$ cat config.mk
export PLATFORM = sky130hd
export DESIGN_NAME = mips_cpu_muldiv_flat
export DESIGN_NICKNAME = d
export VERILOG_FILES = /design/src/rtl/mips_cpu_pkg.sv /design/src/rtl/mips_cpu_muldiv_if.sv /design/src/rtl/mips_cpu_muldiv_divider.sv /design/src/rtl/mips_cpu_muldiv.sv /design/src/flat_wrapper.sv
export SDC_FILE = /design/constraint.sdc
export NUM_CORES = 1
export LEC_CHECK = 0
export ABC_CLOCK_PERIOD_IN_PS = 3390
export CORE_MARGIN = 2
export CORE_UTILIZATION = 40
export CTS_CLUSTER_DIAMETER = 50
export DETAILED_ROUTE_END_ITERATION = 8
export PLACE_DENSITY = 0.61
export SLEW_MARGIN = 10
export SYNTH_ARGS = -nofsm -noshare
export SYNTH_HDL_FRONTEND = slang
export SYNTH_HIERARCHICAL = 1
export SYNTH_SLANG_ARGS = --single-unit
$ cat constraint.sdc
create_clock -name clk -period 3.39 [get_ports clk]
set_input_delay 0.5085 -clock clk [delete_from_list [all_inputs] [get_ports clk]]
set_output_delay 0.5085 -clock clk [all_outputs]
set_load 0.02 [all_outputs]
$ cat src/rtl/mips_cpu_pkg.sv
// Shared types and helpers for the MIPS core's multiply/divide unit.
package mips_cpu_pkg;

    // Encodings of the op field driven by the core's decoder.
    localparam logic [2:0] OP_MULT  = 3'd0;
    localparam logic [2:0] OP_MULTU = 3'd1;
    localparam logic [2:0] OP_DIV   = 3'd2;
    localparam logic [2:0] OP_DIVU  = 3'd3;
    localparam logic [2:0] OP_MTHI  = 3'd4;
    localparam logic [2:0] OP_MTLO  = 3'd5;

    typedef enum logic [2:0] {
        MD_MULT  = OP_MULT,
        MD_MULTU = OP_MULTU,
        MD_DIV   = OP_DIV,
        MD_DIVU  = OP_DIVU,
        MD_MTHI  = OP_MTHI,
        MD_MTLO  = OP_MTLO
    } muldiv_op_t;

    typedef enum logic [1:0] {
        ST_IDLE,
        ST_CALC,
        ST_FIX
    } muldiv_state_t;

    // Iteration counter width: must hold the value WIDTH itself.
    function automatic int muldiv_cnt_width(input int width);
        return $clog2(width) + 1;
    endfunction

endpackage

$ cat src/rtl/mips_cpu_muldiv_if.sv
// Core <-> multiply/divide unit bus. op is carried as raw bits so that
// unused encodings reach the unit and can be rejected there.
interface mips_cpu_muldiv_if #(
    parameter int WIDTH = 32
);
    logic             start;
    logic [2:0]       op;
    logic [WIDTH-1:0] a;
    logic [WIDTH-1:0] b;
    logic             busy;
    logic             done;
    logic [WIDTH-1:0] hi;
    logic [WIDTH-1:0] lo;

    modport master (output start, op, a, b, input busy, done, hi, lo);
    modport slave  (input start, op, a, b, output busy, done, hi, lo);
endinterface

$ cat src/rtl/mips_cpu_muldiv_divider.sv
// Iterative restoring divider on unsigned magnitudes: one quotient bit per
// step. Sign handling and the divide-by-zero result belong to the parent.
module mips_cpu_muldiv_divider #(
    parameter int WIDTH = 32
) (
    input  logic             clk,
    input  logic             reset,
    input  logic             load,
    input  logic             step,
    input  logic [WIDTH-1:0] dividend,
    input  logic [WIDTH-1:0] divisor,
    output logic [WIDTH-1:0] quotient,
    output logic [WIDTH-1:0] remainder
);
    logic [WIDTH-1:0] rem_q;
    logic [WIDTH-1:0] quo_q;
    logic [WIDTH-1:0] dvs_q;
    logic [WIDTH:0]   shifted;
    logic [WIDTH-1:0] diff;
    logic             fits;

    // Trial subtraction of the divisor from the partial remainder shifted left by one.
    always_comb begin
        shifted = {rem_q, quo_q[WIDTH-1]};
        // When the divisor fits, the difference is below the divisor, so WIDTH bits suffice.
        diff    = shifted[WIDTH-1:0] - dvs_q;
        fits    = shifted >= {1'b0, dvs_q};
    end

    // Remainder/quotient shift registers; the dividend is shifted out as quotient bits come in.
    always_ff @(posedge clk or negedge reset) begin
        // NOTE: datapath registers are reset too, so an op aborted by reset leaves no residue.
        if (!reset) begin
            rem_q <= '0;
            quo_q <= '0;
            dvs_q <= '0;
        end else if (load) begin
            // NOTE: non-blocking assignments here, so every register samples pre-edge values.
            rem_q <= '0;
            quo_q <= dividend;
            dvs_q <= divisor;
        end else if (step) begin
            rem_q <= fits ? diff : shifted[WIDTH-1:0];
            quo_q <= {quo_q[WIDTH-2:0], fits};
        end
    end

    assign quotient  = quo_q;
    assign remainder = rem_q;

endmodule

$ cat src/rtl/mips_cpu_muldiv.sv
// Iterative multiply/divide unit owning HI/LO. Multiplies retire MUL_STEP
// multiplier bits per cycle with shift-add on magnitudes; divides use the
// restoring divider sub-module. Sign correction happens in one FIX cycle.
module mips_cpu_muldiv
    import mips_cpu_pkg::*;
#(
    parameter int WIDTH    = 32,
    parameter int MUL_STEP = 1
) (
    input  logic              clk,
    input  logic              reset,
    input  logic              clk_enable,
    mips_cpu_muldiv_if.slave  bus
);
    localparam int             CW    = muldiv_cnt_width(WIDTH);
    localparam logic [CW-1:0]  MUL_N = CW'(WIDTH / MUL_STEP);
    localparam logic [CW-1:0]  DIV_N = CW'(WIDTH);

    generate
        if (WIDTH < 4 || !(MUL_STEP == 1 || MUL_STEP == 2 || MUL_STEP == 4 || MUL_STEP == 8)
            || (WIDTH % MUL_STEP) != 0) begin : g_bad_params
            $error("mips_cpu_muldiv: WIDTH must be >= 4 and divisible by MUL_STEP in {1,2,4,8}");
        end
    endgenerate

    muldiv_state_t      state_q, state_d;
    logic [CW-1:0]      cnt_q, cnt_d;
    muldiv_op_t         op_in;
    logic               is_mul, is_div, is_signed, idle;
    logic               accept_arith, accept_mthi, accept_mtlo;
    logic               mul_load, div_load, mul_step, div_step, fix_en;
    logic [WIDTH-1:0]   a_mag, b_mag;

    logic               is_div_q, neg_q, rem_neg_q, div0_q;
    logic [WIDTH-1:0]   a_q, mcand_q, prod_hi_q, prod_lo_q;
    logic [WIDTH-1:0]   hi_q, lo_q;
    logic               done_q;

    logic [WIDTH+MUL_STEP-1:0] mul_part, mul_sum;
    logic [2*WIDTH-1:0]        prod, mul_res;
    logic [WIDTH-1:0]          div_quo, div_rem, fix_hi, fix_lo;

    // Decode the requested op; unknown encodings decode to nothing and are ignored.
    always_comb begin
        // NOTE: every output of a combinational block gets a default first, so no latch is inferred.
        op_in     = muldiv_op_t'(bus.op);
        is_mul    = 1'b0;
        is_div    = 1'b0;
        is_signed = 1'b0;
        case (op_in)
            MD_MULT:  begin is_mul = 1'b1; is_signed = 1'b1; end
            MD_MULTU: is_mul = 1'b1;
            MD_DIV:   begin is_div = 1'b1; is_signed = 1'b1; end
            MD_DIVU:  is_div = 1'b1;
            default:  ;
        endcase
    end

    assign idle         = (state_q == ST_IDLE);
    assign accept_arith = clk_enable && bus.start && idle && (is_mul || is_div);
    assign accept_mthi  = clk_enable && bus.start && idle && (op_in == MD_MTHI);
    assign accept_mtlo  = clk_enable && bus.start && idle && (op_in == MD_MTLO);
    assign a_mag        = (is_signed && bus.a[WIDTH-1]) ? -bus.a : bus.a;
    assign b_mag        = (is_signed && bus.b[WIDTH-1]) ? -bus.b : bus.b;

    // FSM next state, iteration counter and datapath strobes; everything holds when stalled.
    always_comb begin
        state_d  = state_q;
        cnt_d    = cnt_q;
        mul_load = 1'b0;
        div_load = 1'b0;
        mul_step = 1'b0;
        div_step = 1'b0;
        fix_en   = 1'b0;
        if (clk_enable) begin
            case (state_q)
                ST_IDLE: begin
                    if (accept_arith) begin
                        state_d  = ST_CALC;
                        cnt_d    = is_div ? DIV_N : MUL_N;
                        mul_load = is_mul;
                        div_load = is_div;
                    end
                end
                ST_CALC: begin
                    cnt_d    = cnt_q - CW'(1);
                    mul_step = !is_div_q;
                    div_step = is_div_q;
                    if (cnt_q == CW'(1)) state_d = ST_FIX;
                end
                ST_FIX: begin
                    fix_en  = 1'b1;
                    state_d = ST_IDLE;
                end
                default: state_d = ST_IDLE;
            endcase
        end
    end

    // State and counter registers.
    always_ff @(posedge clk or negedge reset) begin
        if (!reset) begin
            state_q <= ST_IDLE;
            cnt_q   <= '0;
        end else begin
            state_q <= state_d;
            cnt_q   <= cnt_d;
        end
    end

    // Capture what the FIX cycle needs to know about the accepted op.
    always_ff @(posedge clk or negedge reset) begin
        if (!reset) begin
            is_div_q  <= 1'b0;
            neg_q     <= 1'b0;
            rem_neg_q <= 1'b0;
            div0_q    <= 1'b0;
            a_q       <= '0;
        end else if (mul_load || div_load) begin
            is_div_q  <= is_div;
            neg_q     <= is_signed && (bus.a[WIDTH-1] ^ bus.b[WIDTH-1]);
            rem_neg_q <= is_signed && bus.a[WIDTH-1];
            div0_q    <= (bus.b == '0);
            a_q       <= bus.a;
        end
    end

    // Shift-add step: add multiplicand times the low MUL_STEP multiplier bits, shift right.
    always_comb begin
        mul_part = {{MUL_STEP{1'b0}}, mcand_q} * {{WIDTH{1'b0}}, prod_lo_q[MUL_STEP-1:0]};
        mul_sum  = mul_part + {{MUL_STEP{1'b0}}, prod_hi_q};
    end

    // Multiply product register; the low half starts as the multiplier and is consumed from the bottom.
    always_ff @(posedge clk or negedge reset) begin
        if (!reset) begin
            mcand_q   <= '0;
            prod_hi_q <= '0;
            prod_lo_q <= '0;
        end else if (mul_load) begin
            mcand_q   <= a_mag;
            prod_hi_q <= '0;
            prod_lo_q <= b_mag;
        end else if (mul_step) begin
            {prod_hi_q, prod_lo_q} <= (2*WIDTH)'({mul_sum, prod_lo_q} >> MUL_STEP);
        end
    end

    mips_cpu_muldiv_divider #(.WIDTH(WIDTH)) u_divider (
        .clk       (clk),
        .reset     (reset),
        .load      (div_load),
        .step      (div_step),
        .dividend  (a_mag),
        .divisor   (b_mag),
        .quotient  (div_quo),
        .remainder (div_rem)
    );

    // Sign correction and the divide-by-zero result, consumed in FIX.
    always_comb begin
        prod    = {prod_hi_q, prod_lo_q};
        mul_res = neg_q ? -prod : prod;
        {fix_hi, fix_lo} = mul_res;
        if (is_div_q) begin
            if (div0_q) begin
                fix_lo = '1;
                fix_hi = a_q;
            end else begin
                fix_lo = neg_q     ? -div_quo : div_quo;
                fix_hi = rem_neg_q ? -div_rem : div_rem;
            end
        end
    end

    // HI/LO: written by moves from IDLE or by the FIX cycle; untouched during CALC.
    always_ff @(posedge clk or negedge reset) begin
        if (!reset) begin
            hi_q <= '0;
            lo_q <= '0;
        end else if (fix_en) begin
            hi_q <= fix_hi;
            lo_q <= fix_lo;
        end else begin
            if (accept_mthi) hi_q <= bus.a;
            if (accept_mtlo) lo_q <= bus.a;
        end
    end

    // Completion pulse, frozen along with everything else during a stall.
    always_ff @(posedge clk or negedge reset) begin
        if (!reset)          done_q <= 1'b0;
        else if (clk_enable) done_q <= fix_en;
    end

    assign bus.busy = !idle;
    assign bus.done = done_q;
    assign bus.hi   = hi_q;
    assign bus.lo   = lo_q;

endmodule

$ cat src/flat_wrapper.sv
// flat-port wrapper written by rule: the top's interface ports become plain ports
module mips_cpu_muldiv_flat import mips_cpu_pkg::*;
#(
    parameter int WIDTH    = 32,
    parameter int MUL_STEP = 1
)
  (clk, reset, clk_enable, bus_start, bus_op, bus_a, bus_b, bus_busy, bus_done, bus_hi, bus_lo);
  mips_cpu_muldiv_if #(.WIDTH(WIDTH)) bus_i ();
  input  logic clk;
  input  logic reset;
  input  logic clk_enable;
  input wire logic [$bits(bus_i.start)-1:0] bus_start;
  input wire logic [$bits(bus_i.op)-1:0] bus_op;
  input wire logic [$bits(bus_i.a)-1:0] bus_a;
  input wire logic [$bits(bus_i.b)-1:0] bus_b;
  output wire logic [$bits(bus_i.busy)-1:0] bus_busy;
  output wire logic [$bits(bus_i.done)-1:0] bus_done;
  output wire logic [$bits(bus_i.hi)-1:0] bus_hi;
  output wire logic [$bits(bus_i.lo)-1:0] bus_lo;
  assign bus_i.start = bus_start;
  assign bus_i.op = bus_op;
  assign bus_i.a = bus_a;
  assign bus_i.b = bus_b;
  assign bus_busy = bus_i.busy;
  assign bus_done = bus_i.done;
  assign bus_hi = bus_i.hi;
  assign bus_lo = bus_i.lo;
  mips_cpu_muldiv #(.WIDTH(WIDTH), .MUL_STEP(MUL_STEP)) u_core (.clk(clk), .reset(reset), .clk_enable(clk_enable), .bus(bus_i));
endmodule
==> results of run 1 <==
==> placed cells by master (no fill, tap or decap), types with 24 or more instances in the layout <==
master             n
ha_1              71
dfrtp_1          299
or4_1             26
a21oi_1          140
clkbuf_16         48
mux2i_1           96
o31ai_1           50
a211oi_1          45
nand3_1           67
clkdlybuf4s50_1  135
inv_1             78
and2_1            41
o21ai_0          222
nor3_1            47
nor2_1           130
buf_4            135
a21o_1            25
o221ai_1          25
xor2_1           115
or3_1             24
nand2_1          420
xnor2_1           99
==> repair_timing <==
action | in CTS | in global routing
hold endpoints to repair | 65 | 0
hold buffers | 1 | 0
endpoints found under the setup margin | 2 | 5
pin swaps | 0 | 2
gates resized for setup | 2 | 6
==> flip-flops by register name, summed over array words and instances, names as in the netlist <==
name                        cells
u_core/a_q                     32
u_core/bus.done                 1
u_core/bus.hi                  32
u_core/bus.lo                  32
u_core/cnt_q                    6
u_core/div0_q                   1
u_core/is_div_q                 1
u_core/mcand_q                 32
u_core/neg_q                    1
u_core/prod_hi_q               32
u_core/prod_lo_q               32
u_core/rem_neg_q                1
u_core/state_q                  2
u_core/u_divider/dvs_q         32
u_core/u_divider/quotient      32
u_core/u_divider/remainder     32
==> routing by layer <==
metal | GRT usage [%] | part of all wire (%)
met3 | 5.382 | 8.5
met5 | 0 | 0
met4 | 11.91 | 4.1
met2 | 46.83 | 44
met1 | 40.79 | 43
==> power by group <==
group          internal, uW  leakage [uW]  total, uW  switching, uW
Clock                  3210      0.000814       5160           1950
Sequential             5260       0.00378       7310           2060
Combinational          5960       0.00654      14400           8480
Total                 14400        0.0111      26900          12500
==> worst max path at each step <==
stage,startpoint,to,slack (ns),cells after the start
after global placement,u_core/prod_lo_q[0],u_core/prod_hi_q[30],-0.01,12
after global routing,u_core/prod_lo_q[0],u_core/prod_hi_q[31],-0.04,12
after detailed placement,u_core/prod_lo_q[0],u_core/prod_hi_q[30],-0.08,12
final,u_core/prod_lo_q[0],u_core/prod_hi_q[25],0.14,12
after CTS,u_core/prod_lo_q[0],u_core/prod_hi_q[30],0.03,12
after floorplan,u_core/prod_lo_q[0],u_core/prod_hi_q[27],0.23,12
==> area by class of cell <==
type	instances	area share (%)
timing repair buffer	280	9.833
inverter	78	1.129
multi-input combinational	2015	50.23
sequential	301	29.06
clock inverter	31	1.447
clock buffer	56	4.979
tap	688	3.319
==> kinds of logic (layout without fill, tap and decap cells) <==
| logic type | after synthesis | count (layout) |
|---|---|---|
| AO/OA/AOI/OAI | 729 | 729 |
| XOR/XNOR | 214 | 214 |
| adder cells (fa/ha/maj) | 73 | 73 |
| buffers and inverters | 244 | 445 |
| flip-flops | 301 | 301 |
| multiplexers | 121 | 121 |
| AND/OR/NAND/NOR | 878 | 878 |
==> metrics by stage <==
stage	total power (uW)	utilization (%)
after floorplan	16210	-
after global placement	21170	45.93
after detailed placement	21400	45.93
after CTS	26680	49.12
after global routing	28520	49.15
final	26920	49.15
==> tightest hold or removal path: stages, from the launching register on <==
cell and delay, ns:
dfrtp_1 0.33, nand2_1 0.05, nand2_1 0.05
==> results.sh, run 1 <==
export IMPL_status="complete, no violations"
export IMPL_via_per_inst=6.086
export IMPL_ys_ff_latch=301
export IMPL_power_density_nw_per_um2=1038
export IMPL_globalplace_congestion=1.012
export IMPL_syn_area_sq_um=21470
export IMPL_setup_viol=0
export IMPL_reg2regPathDepth=12
export IMPL_synthTopCellsByArea="dfrtp_1, nand2_1, o21ai_0, xor2_1, mux2i_1"
export IMPL_end_kind="register"
export IMPL_synth_commonest_cells="nand2_1, dfrtp_1, o21ai_0"
export IMPL_drt_total_wl_um=84700
export IMPL_grt_pass1_vias=20000
export IMPL_period_share_pct=95.91
export IMPL_place_ws_ns=-0.08113
export IMPL_finalInstanceArea_sq_um=25930
export IMPL_setup_slack_ns=0.1386
export IMPL_cts_root_buf="clkbuf_16"
export IMPL_synthAdderAreaFrac_pct=4.325
export IMPL_r2r_slack_ns=0.14
export IMPL_slew_viol_final=0
export IMPL_fin_cells=3449
export IMPL_syn_num_nets=2704
export IMPL_slew_headroom_pct=22.36
export IMPL_tightest_slew_ns=1.163
export IMPL_synth_ff_type="dfrtp_1"
export IMPL_area_delta_synth_final_pct=20.81
export IMPL_crit_chain="buf_4, buf_4, buf_4, and2_1, ha_1, a21oi_1, nor2_1, a211oi_1, o21ai_0, and3_1, a2111o_1, o211ai_1"
export IMPL_synth_most_common_cell="nand2_1"
export IMPL_vdd_ir_drop_max_mv=0.5892
export IMPL_critPathLaunchType="register"
export IMPL_row_count=84
export IMPL_grt_max_degree=84
export IMPL_yosys_warnings=6
export IMPL_postCtsSetupRepairBufs=0
export IMPL_cts_sinks=301
export IMPL_hold_end="u_core/mcand_q[16]"
export IMPL_post_route_drc_count=0
export IMPL_ys_seq_area_share_pct=35.09
export IMPL_nets=2867
export IMPL_wire_per_inst_um=24.56
export IMPL_ys_types=90
export IMPL_die_area_sq_um=55530
export IMPL_regArea_sq_um=7537
export IMPL_num_fill_cells=5104
export IMPL_rsz0062_at_grt="yes"
export IMPL_synth_compound_area_share_pct=22.56
export IMPL_min_path_cells=2
export IMPL_cp_common_cell="buf_4"
export IMPL_ios=137
export IMPL_grt_pass1_wl_um=126900
export IMPL_synth_edf_count=0
export IMPL_whs_ns=0.4676
export IMPL_coreArea_sq_um=52760
export IMPL_synth_area_leader_cell="dfrtp_1"
export IMPL_hold_path_startpoint="u_core/mcand_q[16]"
export IMPL_insertion_delay_ns=0.60
export IMPL_layout_drive_gt1_share_pct=11.23
export IMPL_die_w_um=235.7
export IMPL_portBuffers=136
export IMPL_slowest_delay_ns=0.46
export IMPL_clockBufferDepth=3
export IMPL_cts_max_level=2
export IMPL_start_util_pct=40.68
export IMPL_numCtsBuffers=47
export IMPL_hpwl_um=63850
export IMPL_synth_top_family_by_area="compound AO/OA/AOI/OAI gates"
export IMPL_dpl_cell_area_sq_um=24230
export IMPL_die_h_um=235.7
export IMPL_p_leak_uw=0.01113
export IMPL_multi_input_area_sq_um=13030
export IMPL_antenna_found_initial=1
export IMPL_path_delay_family="compound AO/OA/AOI/OAI gates"
export IMPL_path_buf_inv=3
export IMPL_max_freq_mhz=307.6
export IMPL_drt_iter0_drc=2227
export IMPL_final_antenna_net_count=0
export IMPL_cp_required_ns=3.89
export IMPL_n_antenna_cell=0
export IMPL_yosys_area_share_simple_pct=18.96
export IMPL_fin_worst_skew_ns=0.02749
export IMPL_syn_avg_cell_area_sq_um=8.385
export IMPL_finalSetupTns_ns=0
export IMPL_synthArstFlopShare_pct=100.0
export IMPL_worstReg2RegEnd="u_core/prod_hi_q[25]"
export IMPL_crit_fanout=17
export IMPL_grt_usage_pct=29.87
export IMPL_synth_xor_area_share_pct=8.732
export IMPL_muxShareOfSynthArea_pct=5.823
export IMPL_hold_class="register to register"
export IMPL_arrival_ns=3.75
export IMPL_overflow=0
export IMPL_clk_pin_slew_ns=0.06
export IMPL_dr_pass1_iters=6
export IMPL_period_needed_ns=3.251
export IMPL_timing_rr_start="u_core/prod_lo_q[0]"
export IMPL_route_vias_total=20990
export IMPL_dp_cells=3361
export IMPL_yosysTopAreaCellShare_pct=35.09
export IMPL_synth_cells=2560
export IMPL_critPathSlowestCell="dfrtp_2"
export IMPL_hold_violations=0
export IMPL_cap_violations=0
export IMPL_cts_tree="done"
export IMPL_critPathKind="register to register"
Power figures use the tool's default switching activity.
==> inputs of run 2 (changes only) <==
--- a/config.mk
+++ b/config.mk
@@ -10,7 +10,7 @@
 export CORE_UTILIZATION = 40
 export CTS_CLUSTER_DIAMETER = 50
 export DETAILED_ROUTE_END_ITERATION = 8
-export PLACE_DENSITY = 0.61
+export PLACE_DENSITY = 0.66
 export SLEW_MARGIN = 10
 export SYNTH_ARGS = -nofsm -noshare
 export SYNTH_HDL_FRONTEND = slang
==> run 2 against run 1 <==
Clock-buffer cell count up 1. Sequential cell count unchanged. Final cell count down 0.32%. Non-clock buffer count down 6. Register-to-register slack better by 0.02 ns. Sequential power up 0.5%. Critical path depth down 1. Critical path type unchanged. Largest cell class unchanged. Highest routed layer unchanged.
==> results.sh, run 2 (synthesis gave the netlist of run 1 again) <==
export IMPL_tightest_slew_ns=1.289
export IMPL_p_leak_uw=0.01104
export IMPL_hold_violations=0
export IMPL_max_freq_mhz=309.7
export IMPL_globalplace_congestion=0.9987
export IMPL_grt_pass1_vias=20320
export IMPL_setup_viol=0
export IMPL_grt_max_degree=74
export IMPL_hpwl_um=64660
export IMPL_final_common_cell="nand2_1"
export IMPL_row_count=84
export IMPL_rsz0062_at_grt="no"
export IMPL_dr_pass1_iters=7
export IMPL_area_delta_synth_final_pct=20.25
export IMPL_die_w_um=235.7
export IMPL_cap_violations=0
export IMPL_status="complete, no violations"
export IMPL_die_area_sq_um=55530
export IMPL_cp_required_ns=3.87
export IMPL_whs_ns=0.4732
export IMPL_period_needed_ns=3.228
export IMPL_final_antenna_net_count=0
export IMPL_via_per_inst=6.153
export IMPL_crit_chain="ha_2, and4_1, o2111ai_1, a32oi_2, nand2_1, and3b_4, o21ai_4, a31oi_4, buf_12, a211o_1, a311oi_2"
export IMPL_setup_slack_ns=0.1615
export IMPL_num_fill_cells=5034
export IMPL_arrival_ns=3.70
export IMPL_wire_per_inst_um=24.80
export IMPL_hold_class="register to register"
export IMPL_critPathSlowestCell="dfrtp_1"
export IMPL_drt_iter0_drc=2636
export IMPL_fin_worst_skew_ns=0.04114
export IMPL_path_delay_family="compound AO/OA/AOI/OAI gates"
export IMPL_cts_root_buf="clkbuf_16"
export IMPL_end_kind="register"
export IMPL_antenna_found_initial=2
export IMPL_slowest_delay_ns=0.48
export IMPL_slew_viol_final=0
export IMPL_place_ws_ns=0.05448
export IMPL_critPathKind="register to register"
export IMPL_post_route_drc_count=0
export IMPL_layout_drive_gt1_share_pct=10.77
export IMPL_overflow=0
export IMPL_cts_max_level=2
export IMPL_route_vias_total=21160
export IMPL_die_h_um=235.7
export IMPL_ios=137
export IMPL_drt_total_wl_um=85260
export IMPL_start_util_pct=40.68
export IMPL_utilization_pct=48.92
export IMPL_power_density_nw_per_um2=1035
export IMPL_grt_pass1_wl_um=127900
export IMPL_coreArea_sq_um=52760
export IMPL_nets=2859
export IMPL_clockBufferDepth=3
export IMPL_crit_fanout=26
export IMPL_cts_sinks=301
export IMPL_final_cell_mix="nand2_1, dfrtp_1, o21ai_0, a21oi_1, clkdlybuf4s50_1"
export IMPL_cts_tree="done"
export IMPL_insertion_delay_ns=0.60
export IMPL_period_share_pct=95.23
export IMPL_path_buf_inv=1
export IMPL_clk_pin_slew_ns=0.06
export IMPL_postCtsSetupRepairBufs=0
export IMPL_slew_headroom_pct=14.08
export IMPL_critPathLaunchType="register"
export IMPL_portBuffers=136
export IMPL_numCtsBuffers=45
export IMPL_r2r_slack_ns=0.16
export IMPL_vdd_ir_drop_max_mv=0.5005
export IMPL_grt_usage_pct=30.03
run 2: cell count changes in the layout (fill, tap and decap cells not counted), sizes merged, moves of 2 or more:
cell / before / now
bufinv: 6 / 2
buf: 144 / 138
clkinvlp: 4 / 6
inv: 87 / 83
run 2: repair_timing:
action                     in CTS  in global routing
hold endpoints to repair       68                  0
hold buffers                    1                  0
setup endpoints to repair       0                  4
resized for setup               0                  4
run 2: cell type report:
type	count	area [sq um]	share of cell area (%)
multi-input cells	2015	13020	50.46
flip-flops and latches	301	7536	29.20
repair buffers	274	2580	9.995
clock buffers	57	1272	4.930
well taps	688	860.8	3.335
inverters	78	292.8	1.134
clock inverters	24	244.0	0.9452
diodes	1	2.502	0.009695
run 2: worst min-delay path, cell delays in order (launching register included):
cell and delay, ns:
dfrtp_1 0.34, nand2_1 0.05, nand2_1 0.05
run 2: where the power goes:
group	internal, uW	switching (uW)
Sequential	5260	2100
Combinational	5970	8630
Clock	2840	1910
Total	14100	12600
run 2: through the flow:
| step | cells | power [uW] | area [sq um] | setup TNS (ns) |
|---|---|---|---|---|
| 5_1_grt | 3437 | 28230 | 25810 | 0 |
| 4_1_cts | 3437 | 26400 | 25790 | 0 |
| 3_3_place_gp | 3355 | 21300 | 24260 | -0.3065 |
| 3_5_place_dp | 3355 | 21560 | 24260 | 0 |
| 6_report | 3438 | 26710 | 25810 | 0 |
| 2_1_floorplan | 2560 | 16210 | 21470 | 0 |
run 2: metal layers:
layer  vias up  wire length, um  track usage (%)  share of wire (%)
met1     10280            35610            40.67                 42
met5         -                0                0                  0
met3       209             8633            6.719                 10
li1       9530                -                -                  -
met2      1135            37000            46.02                 43
met4         0             4021            12.97                4.7
run 2: path summary, 6_finish.rpt:
path                                                  endpoint  depth (start not counted)                     startpoint
min in group asynchronous                 u_core/prod_hi_q[26]                          2                          reset
worst max-delay path            u_core/u_divider/remainder[24]                         11  u_core/u_divider/remainder[7]
max in group asynchronous         u_core/u_divider/quotient[7]                          4                          reset
worst min register to register               u_core/mcand_q[3]                          2              u_core/mcand_q[3]
worst min-delay path                         u_core/mcand_q[3]                          2              u_core/mcand_q[3]
worst max register to register  u_core/u_divider/remainder[24]                         11  u_core/u_divider/remainder[7]
